--- src/rtl/dmem_arbiter_pkg.sv ---
// Shared encodings for the data-memory arbiter: FSM states, owner select,
// and the starvation-counter width helper.
package dmem_arbiter_pkg;

  typedef enum logic [1:0] {
    IDLE   = 2'd0,
    ACCESS = 2'd1,
    RESP   = 2'd2
  } state_t;

  typedef enum logic {
    OWN_CPU = 1'b0,
    OWN_DMA = 1'b1
  } owner_t;

  // Bits needed to hold 0..max inclusive.
  function automatic int unsigned cnt_width(input int unsigned max);
    return (max < 2) ? 1 : $clog2(max + 1);
  endfunction

endpackage

--- src/rtl/dmem_arb_pick.sv ---
// Winner selection for the arbiter: CPU has priority unless DMA has lost
// STARVE_MAX consecutive conflicts, in which case DMA wins the next one.
module dmem_arb_pick
  import dmem_arbiter_pkg::*;
#(
  parameter int unsigned STARVE_MAX = 4
) (
  input  logic   clk,
  input  logic   reset,
  input  logic   cpu_req,
  input  logic   dma_req,
  input  logic   arb_en,
  output logic   grant,
  output owner_t winner
);

  localparam int unsigned CNT_W = cnt_width(STARVE_MAX);
  localparam logic [CNT_W-1:0] MAX_CNT = CNT_W'(STARVE_MAX);

  logic [CNT_W-1:0] starve_cnt;

  always_comb begin
    winner = OWN_CPU;
    if (dma_req && (!cpu_req || starve_cnt >= MAX_CNT)) begin
      winner = OWN_DMA;
    end
  end

  assign grant = arb_en & (cpu_req | dma_req);

  // Only conflicts won by the CPU count toward DMA starvation.
  always_ff @(posedge clk or posedge reset) begin
    if (reset) begin
      starve_cnt <= '0;
    end else if (grant) begin
      if (winner == OWN_DMA) begin
        starve_cnt <= '0;
      end else if (dma_req && starve_cnt != MAX_CNT) begin
        starve_cnt <= starve_cnt + 1'b1;
      end
    end
  end

endmodule

--- src/rtl/dmem_arbiter.sv ---
// Shares the single-port data memory between the CPU and a DMA/debug port.
// Every access runs IDLE -> ACCESS -> RESP, so one access per three cycles.
module dmem_arbiter
  import dmem_arbiter_pkg::*;
#(
  parameter int unsigned ADDR_W     = 32,
  parameter int unsigned DATA_W     = 32,
  parameter int unsigned STARVE_MAX = 4
) (
  input  logic              clk,
  input  logic              reset,
  input  logic              cpu_req,
  input  logic              cpu_we,
  input  logic [ADDR_W-1:0] cpu_addr,
  input  logic [DATA_W-1:0] cpu_wdata,
  output logic [DATA_W-1:0] cpu_rdata,
  output logic              cpu_ack,
  output logic              cpu_stall,
  input  logic              dma_req,
  input  logic              dma_we,
  input  logic [ADDR_W-1:0] dma_addr,
  input  logic [DATA_W-1:0] dma_wdata,
  output logic [DATA_W-1:0] dma_rdata,
  output logic              dma_ack,
  output logic              mem_we,
  output logic [ADDR_W-1:0] mem_addr,
  output logic [DATA_W-1:0] mem_wdata,
  input  logic [DATA_W-1:0] mem_rdata
);

  state_t            state, state_nx;
  owner_t            owner;
  owner_t            winner;
  logic              grant;
  logic              idle;
  logic              lat_we;
  logic [ADDR_W-1:0] lat_addr;
  logic [DATA_W-1:0] lat_wdata;

  assign idle = (state == IDLE);

  dmem_arb_pick #(
    .STARVE_MAX(STARVE_MAX)
  ) u_pick (
    .clk    (clk),
    .reset  (reset),
    .cpu_req(cpu_req),
    .dma_req(dma_req),
    .arb_en (idle),
    .grant  (grant),
    .winner (winner)
  );

  always_comb begin
    state_nx = state;
    case (state)
      IDLE:    if (grant) state_nx = ACCESS;
      ACCESS:  state_nx = RESP;
      RESP:    state_nx = IDLE;
      default: state_nx = IDLE;
    endcase
  end

  always_ff @(posedge clk or posedge reset) begin
    if (reset) begin
      state     <= IDLE;
      owner     <= OWN_CPU;
      lat_we    <= 1'b0;
      lat_addr  <= '0;
      lat_wdata <= '0;
      cpu_rdata <= '0;
      dma_rdata <= '0;
    end else begin
      state <= state_nx;
      if (grant) begin
        owner <= winner;
        if (winner == OWN_DMA) begin
          lat_we    <= dma_we;
          lat_addr  <= dma_addr;
          lat_wdata <= dma_wdata;
        end else begin
          lat_we    <= cpu_we;
          lat_addr  <= cpu_addr;
          lat_wdata <= cpu_wdata;
        end
      end
      // Read data is captured from the combinational memory at the end of ACCESS.
      if (state == ACCESS && !lat_we) begin
        if (owner == OWN_DMA) dma_rdata <= mem_rdata;
        else                  cpu_rdata <= mem_rdata;
      end
    end
  end

  always_comb begin
    mem_we    = (state == ACCESS) & lat_we;
    mem_addr  = lat_addr;
    mem_wdata = lat_wdata;
    cpu_ack   = (state == RESP) & (owner == OWN_CPU);
    dma_ack   = (state == RESP) & (owner == OWN_DMA);
    cpu_stall = cpu_req & ~cpu_ack;
  end

endmodule

--- config.mk ---
export PLATFORM = sky130hd
export DESIGN_NAME = dmem_arbiter
export DESIGN_NICKNAME = d
export VERILOG_FILES = /design/src/rtl/dmem_arbiter_pkg.sv /design/src/rtl/dmem_arb_pick.sv /design/src/rtl/dmem_arbiter.sv
export SDC_FILE = /design/constraint.sdc
export NUM_CORES = 1
export LEC_CHECK = 0
export CORE_MARGIN = 1.5
export CORE_UTILIZATION = 42
export CTS_BUF_LIST = sky130_fd_sc_hd__clkbuf_8
export DETAILED_ROUTE_END_ITERATION = 7
export GPL_TIMING_DRIVEN = 0
export PLACE_DENSITY = 0.92
export SLEW_MARGIN = 20
export SYNTH_ARGS = -nofsm -noshare
export SYNTH_HDL_FRONTEND = slang
export SYNTH_SLANG_ARGS = --single-unit
export TNS_END_PERCENT = 10
--- constraint.sdc ---
create_clock -name clk -period 4.8 [get_ports clk]
set_input_delay 0.48 -clock clk [delete_from_list [all_inputs] [get_ports clk]]
set_output_delay 0.48 -clock clk [all_outputs]
set_load 0.05 [all_outputs]
* Yosys cells after proc, flatten, opt, wreduce, memory -nomap -nowiden
Cells that the tools add are included.
** Cells by class
- Reduce and logical (&&, ||, !) cells :: 11
- $lt $le $gt $ge :: 1
- Multipliers :: 0
- Muxes and demuxes :: 8
- Add/subtract/negate cells :: 1
- Div/mod/pow operators :: 0
- Equality and inequality tests :: 4
- Bitwise operators :: 8
- Shift operators :: 0
** Operator list (number)
- 2-to-1 mux 32 bit :: 2
- 2-to-1 mux 3 bit :: 2
- AND reduction 2 bit :: 3
- bitwise AND 1 bit :: 5
- one-hot mux 2 bit (2 select lines) :: 1
- adder 3 x 1 -> 3 bit, second input constant :: 1
- greater-or-equal comparator 3 bit, second input constant :: 1
- logical AND 1 bit :: 3
- inequality test 3 bit, second input constant :: 1
- equality test 2 x 1 -> 1 bit, second input constant :: 1
- equality test 2 bit, second input constant :: 1
- zero test 1 bit :: 2
- zero test 2 bit :: 1
- 2-to-1 mux 1 bit :: 2
- 2-to-1 mux 2 bit :: 1
- inequality test 2 bit, second input constant :: 1
- inverter 1 bit :: 2
- nonzero test 2 bit :: 1
- logical OR 1 bit :: 1
- bitwise OR 1 bit :: 1
** Storage, ports and cells
- Bits in writable memories :: 0
- Logic and storage cells :: 41
- Flip-flop bits (word level) :: 135
- Memory bits (read-only) :: 0
- Memories :: 0
- Latch bits :: 0

* Longest topological paths before layout
- Word-level depth :: 6
- Gate-level depth with buffers :: 5
- Mapped depth without buffers :: 4

* Hierarchy
A second synthesis with hierarchy kept.
** Second synthesis, totals
- Cell total of the unflattened synthesis :: 449
- Area total of the unflattened synthesis :: 5748.0 µm²
** Modules (own cells, without submodules)
- dmem_arbiter :: sequential area each 3303.2 µm², area an instance 5557.8 µm², cells each 432, times used 1
- dmem_arb_pick :: sequential area each 75.1 µm², area an instance 190.2 µm², cells each 17, times used 1

* Worst setup path before layout
Ideal clock, no wire load.
- Path kind :: reg-to-output
- Start point :: register state[1]
- End point :: output cpu_stall
- Cell stages (with the launch flop) :: 3
- Arrival time :: 2.214 ns
- Path buffers :: 0
- Setup slack :: 2.106 ns
- Required time :: 4.320 ns
- Cell sequence :: dfrtp_1 nor3b_1 nor2b_1
** On the way
- Word-level cells in the longest chain between the ends :: 4
** RTL lines
- from (decl) :: RTL line dmem_arbiter.sv:31 : state_t state, state_nx;
- from (signal assigned) :: RTL line dmem_arbiter.sv:74 : state <= state_nx;
- equality test 2 bit :: RTL line dmem_arbiter.sv:99 : cpu_ack = (state == RESP) & (owner == OWN_CPU);
- bitwise AND 1 bit :: RTL line dmem_arbiter.sv:99
- net cpu_ack :: RTL line dmem_arbiter.sv:17 : output logic cpu_ack,
- inverter 1 bit :: RTL line dmem_arbiter.sv:101 : cpu_stall = cpu_req & ~cpu_ack;
- bitwise AND 1 bit :: RTL line dmem_arbiter.sv:101
- to (decl) :: RTL line dmem_arbiter.sv:18 : output logic cpu_stall,
The timed path passes the listed nets, and every way through them passes these cells.

* Worst setup path in the final report
- Start point :: register state[1]
- End point :: output cpu_ack
** On the way
- Word-level cells in the longest chain between the ends :: 2
** RTL lines (RTL line)
- equality test 2 bit :: dmem_arbiter.sv:99
- bitwise AND 1 bit :: dmem_arbiter.sv:99
- to (decl) :: dmem_arbiter.sv:17
Every way passes these cells.

==> results.sh <==
export IMPL_syn_to_final_growth_pct=61.1
export IMPL_p_comb_share_pct=59.3
export IMPL_ant_nets=0
export IMPL_synth_top_area_share_pct=56.6
export IMPL_power_leakage_uw=0.00382
export IMPL_overflow=0
export IMPL_dp_hpwl_um=15500
export IMPL_start_util_pct=43.0
export IMPL_tns_ps=0
export IMPL_switchingPower_uw=3700
export IMPL_worst_pin_slew_ps=612
export IMPL_first_pass_iters=8
export IMPL_swShare_pct=49.6
export IMPL_dp_cells=1023
export IMPL_drive_above_1_share_pct=13.3
export IMPL_clock_sinks=135
export IMPL_slowest_stage="clkdlybuf4s50_1"
export IMPL_irDropWorstVdd_v=0.000465
export IMPL_post_cts_resized=0
export IMPL_dieArea_um2=14900
export IMPL_vias=5937
export IMPL_h_tree_depth=4
export IMPL_cp_start_kind="flop"
export IMPL_finalSetupViolCount=0
export IMPL_drtIter0Drc=376
export IMPL_placed_area_um2=9210
export IMPL_cts_buffers=17
export IMPL_postSynthAreaPerCell_um2=11.0
export IMPL_hold_violations=0
export IMPL_total_power_uw=7460
export IMPL_grt_usage_pct=28.6
export IMPL_port_buffers=297
export IMPL_core_area_um2=13900
export IMPL_synthTopCellsByArea="dfrtp_1 57%, mux2_2 11%, a31oi_1 6.8%, o21ai_0 5.6%, a21oi_1 5.4%"
export IMPL_io_pins=298
export IMPL_place_gp_congestion=0.839
export IMPL_finalCritPeriodShare_pct=54.3
export IMPL_grt_start_max_net_pins=88
export IMPL_synth_area_leader_cell="dfrtp_1"
export IMPL_cp_required_ps=4320
export IMPL_pwr_density_cell_nw_per_um2=775
export IMPL_clockBufferDepth=2
export IMPL_grt_first_pass_wirelength_um=32200
export IMPL_insertion_delay_ps=440
export IMPL_synth_edff_count=0
export IMPL_report_final_slew_viol_count=0
export IMPL_grt_pass1_vias=6101
export IMPL_avgRoutedWirePerCell_um=20.2
export IMPL_antenna_found_initial=0
export IMPL_p_seq_share_pct=27.3
export IMPL_die_w_um=122
export IMPL_async_flop_share_pct=100
export IMPL_fin_area_um2=9630
export IMPL_synth_ff_type="dfrtp_1"
export IMPL_ys_ff_latch=135
export IMPL_cp_max_fo=6
export IMPL_nNetsFinal=1030
export IMPL_fp_row_count=43
export IMPL_max_stage_delay_ps=870
export IMPL_fill_cells=999
export IMPL_fin_worst_skew_ps=11.1
export IMPL_wl_um=21300
export IMPL_relSlewSlack_pct=59.2
export IMPL_p_int_uw=3760
export IMPL_dp_slack_ps=2350
export IMPL_ys_warn_count=0
export IMPL_rsz0062_at_grt="no"
export IMPL_clkTransAtPathRegs_ps=80
export IMPL_syn_num_nets=713
export IMPL_holdBufCountCts=0
export IMPL_critPathKind="flop to primary output"
export IMPL_netlist_instances=545
export IMPL_synth_common_cells="135 x dfrtp_1, 67 x o21ai_0, 65 x a21oi_1, 65 x a31oi_1, 65 x nand3_1"
export IMPL_cts_setup_buffers=0
export IMPL_cap_violations=0
export IMPL_vias_per_cell=5.63
export IMPL_crit_chain="nor3b_1 -> clkdlybuf4s50_1"
export IMPL_worst_slack_ps=2190
export IMPL_yosysSeqAreaShare_pct=56.6
export IMPL_hold_path_class="input pin to async pin"
export IMPL_final_cell_count_no_fill=1055
export IMPL_fmax_mhz=384
export IMPL_cts_tree="yes"
export IMPL_clkPwrFrac_pct=13.4
export IMPL_cts_root_buf="clkbuf_8"
export IMPL_period_needed_ps=2610
export IMPL_antenna_cells=0
export IMPL_cp_end_kind="primary output"
export IMPL_arrival_ps=2130
export IMPL_yosysMostFrequentCell="dfrtp_1"
export IMPL_netlist_area_um2=5970
export IMPL_fp_dieH_um=122
export IMPL_outcome="finished clean"
export IMPL_multi_input_area_um2=2290
export IMPL_drc=0
export IMPL_synth_distinct_cells=29
export IMPL_seqCellArea_um2=3380
==> worst paths after layout <==
path | from | endpoint | slack [ps] | depth (start not counted)
setup / recovery | state[1] | cpu_ack | 2190 | 2
hold / removal | reset | mem_addr[21] | 470 | 2
setup reg to reg | state[1] | mem_addr[16] | 3030 | 5
hold reg to reg | dma_rdata[7] | dma_rdata[7] | 490 | 1
max in group asynchronous | reset | u_pick.starve_cnt[1] | 3540 | 3
min in group clk | dma_rdata[7] | dma_rdata[7] | 490 | 1
==> cells in the final DEF, fill, tap and decap left out, types with 3 or more instances in the layout <==
| cell type | count |
|---|---|
| a21oi_1 | 65 |
| buf_1 | 8 |
| bufinv_16 | 3 |
| clkbuf_1 | 29 |
| o21ai_0 | 67 |
| clkdlybuf4s50_1 | 297 |
| dfrtp_1 | 135 |
| clkbuf_8 | 18 |
| nor2_1 | 4 |
| buf_2 | 10 |
| clkinv_2 | 4 |
| mux2_1 | 9 |
| mux2_2 | 56 |
| buf_6 | 6 |
| nand3_1 | 65 |
| buf_4 | 4 |
| clkinv_4 | 4 |
| inv_6 | 3 |
| a31oi_1 | 65 |
==> power by group through the flow <==
| stage | registers, uW | logic, uW | clock network, uW |
|---|---|---|---|
| after global placement | 1990 | 4330 | 0 |
| after detailed placement | 2030 | 4410 | 0 |
| after CTS | 2020 | 4430 | 1020 |
| after floorplan | 3830 | 994 | 0 |
| final | 2030 | 4430 | 1000 |
| after global routing | 2090 | 4620 | 1070 |
==> metrics by stage <==
step	utilization (%)	hold slack (ps)
after floorplan	-	475
after global placement	66.1	467
after detailed placement	66.3	476
after CTS	69.3	462
after global routing	69.3	470
final	69.3	474
==> layout make-up <==
type	count	share of cell area [%]
plain buffers	57	2.98
clock inverters	14	1.78
well taps	180	2.34
repair buffers	298	31.2
flip-flops and latches	135	35.1
multi-input cells	349	23.8
clock buffers	18	2.57
inverters	4	0.234
==> state kept, by name, summed over array words and instances (netlist names) <==
signal / count
mem_addr: 32
dma_rdata: 32
cpu_rdata: 32
state: 2
mem_wdata: 32
lat_we: 1
u_pick.starve_cnt: 3
owner: 1
==> cell families (layout without fill, tap and decap cells) <==
family	after synthesis	count (layout)	synth area share, %
AO/OA/AOI/OAI	199	199	18.1
buffers and inverters	61	391	5.05
adder cells (fa/ha/maj)	2	2	0.419
AND/OR/NAND/NOR	83	83	7.58
flip-flops	135	135	56.6
multiplexers	65	65	12.3
==> per-layer routing <==
layer	vias to the layer above	part of all wire, %	track usage, %
met3	51	8.8	8.09
met5	-	0	0
met2	360	51	50.4
li1	2647	-	-
met4	0	3.2	12.6
met1	2879	37	32.0
==> worst max-delay path: cells and delay by family, from the launching register on <==
kind                   cells  cell delay [ps]
buffers and inverters      1              870
and+or+nand+nor            1              360
DFF                        1              470
(Power assumes the default switching activity.)
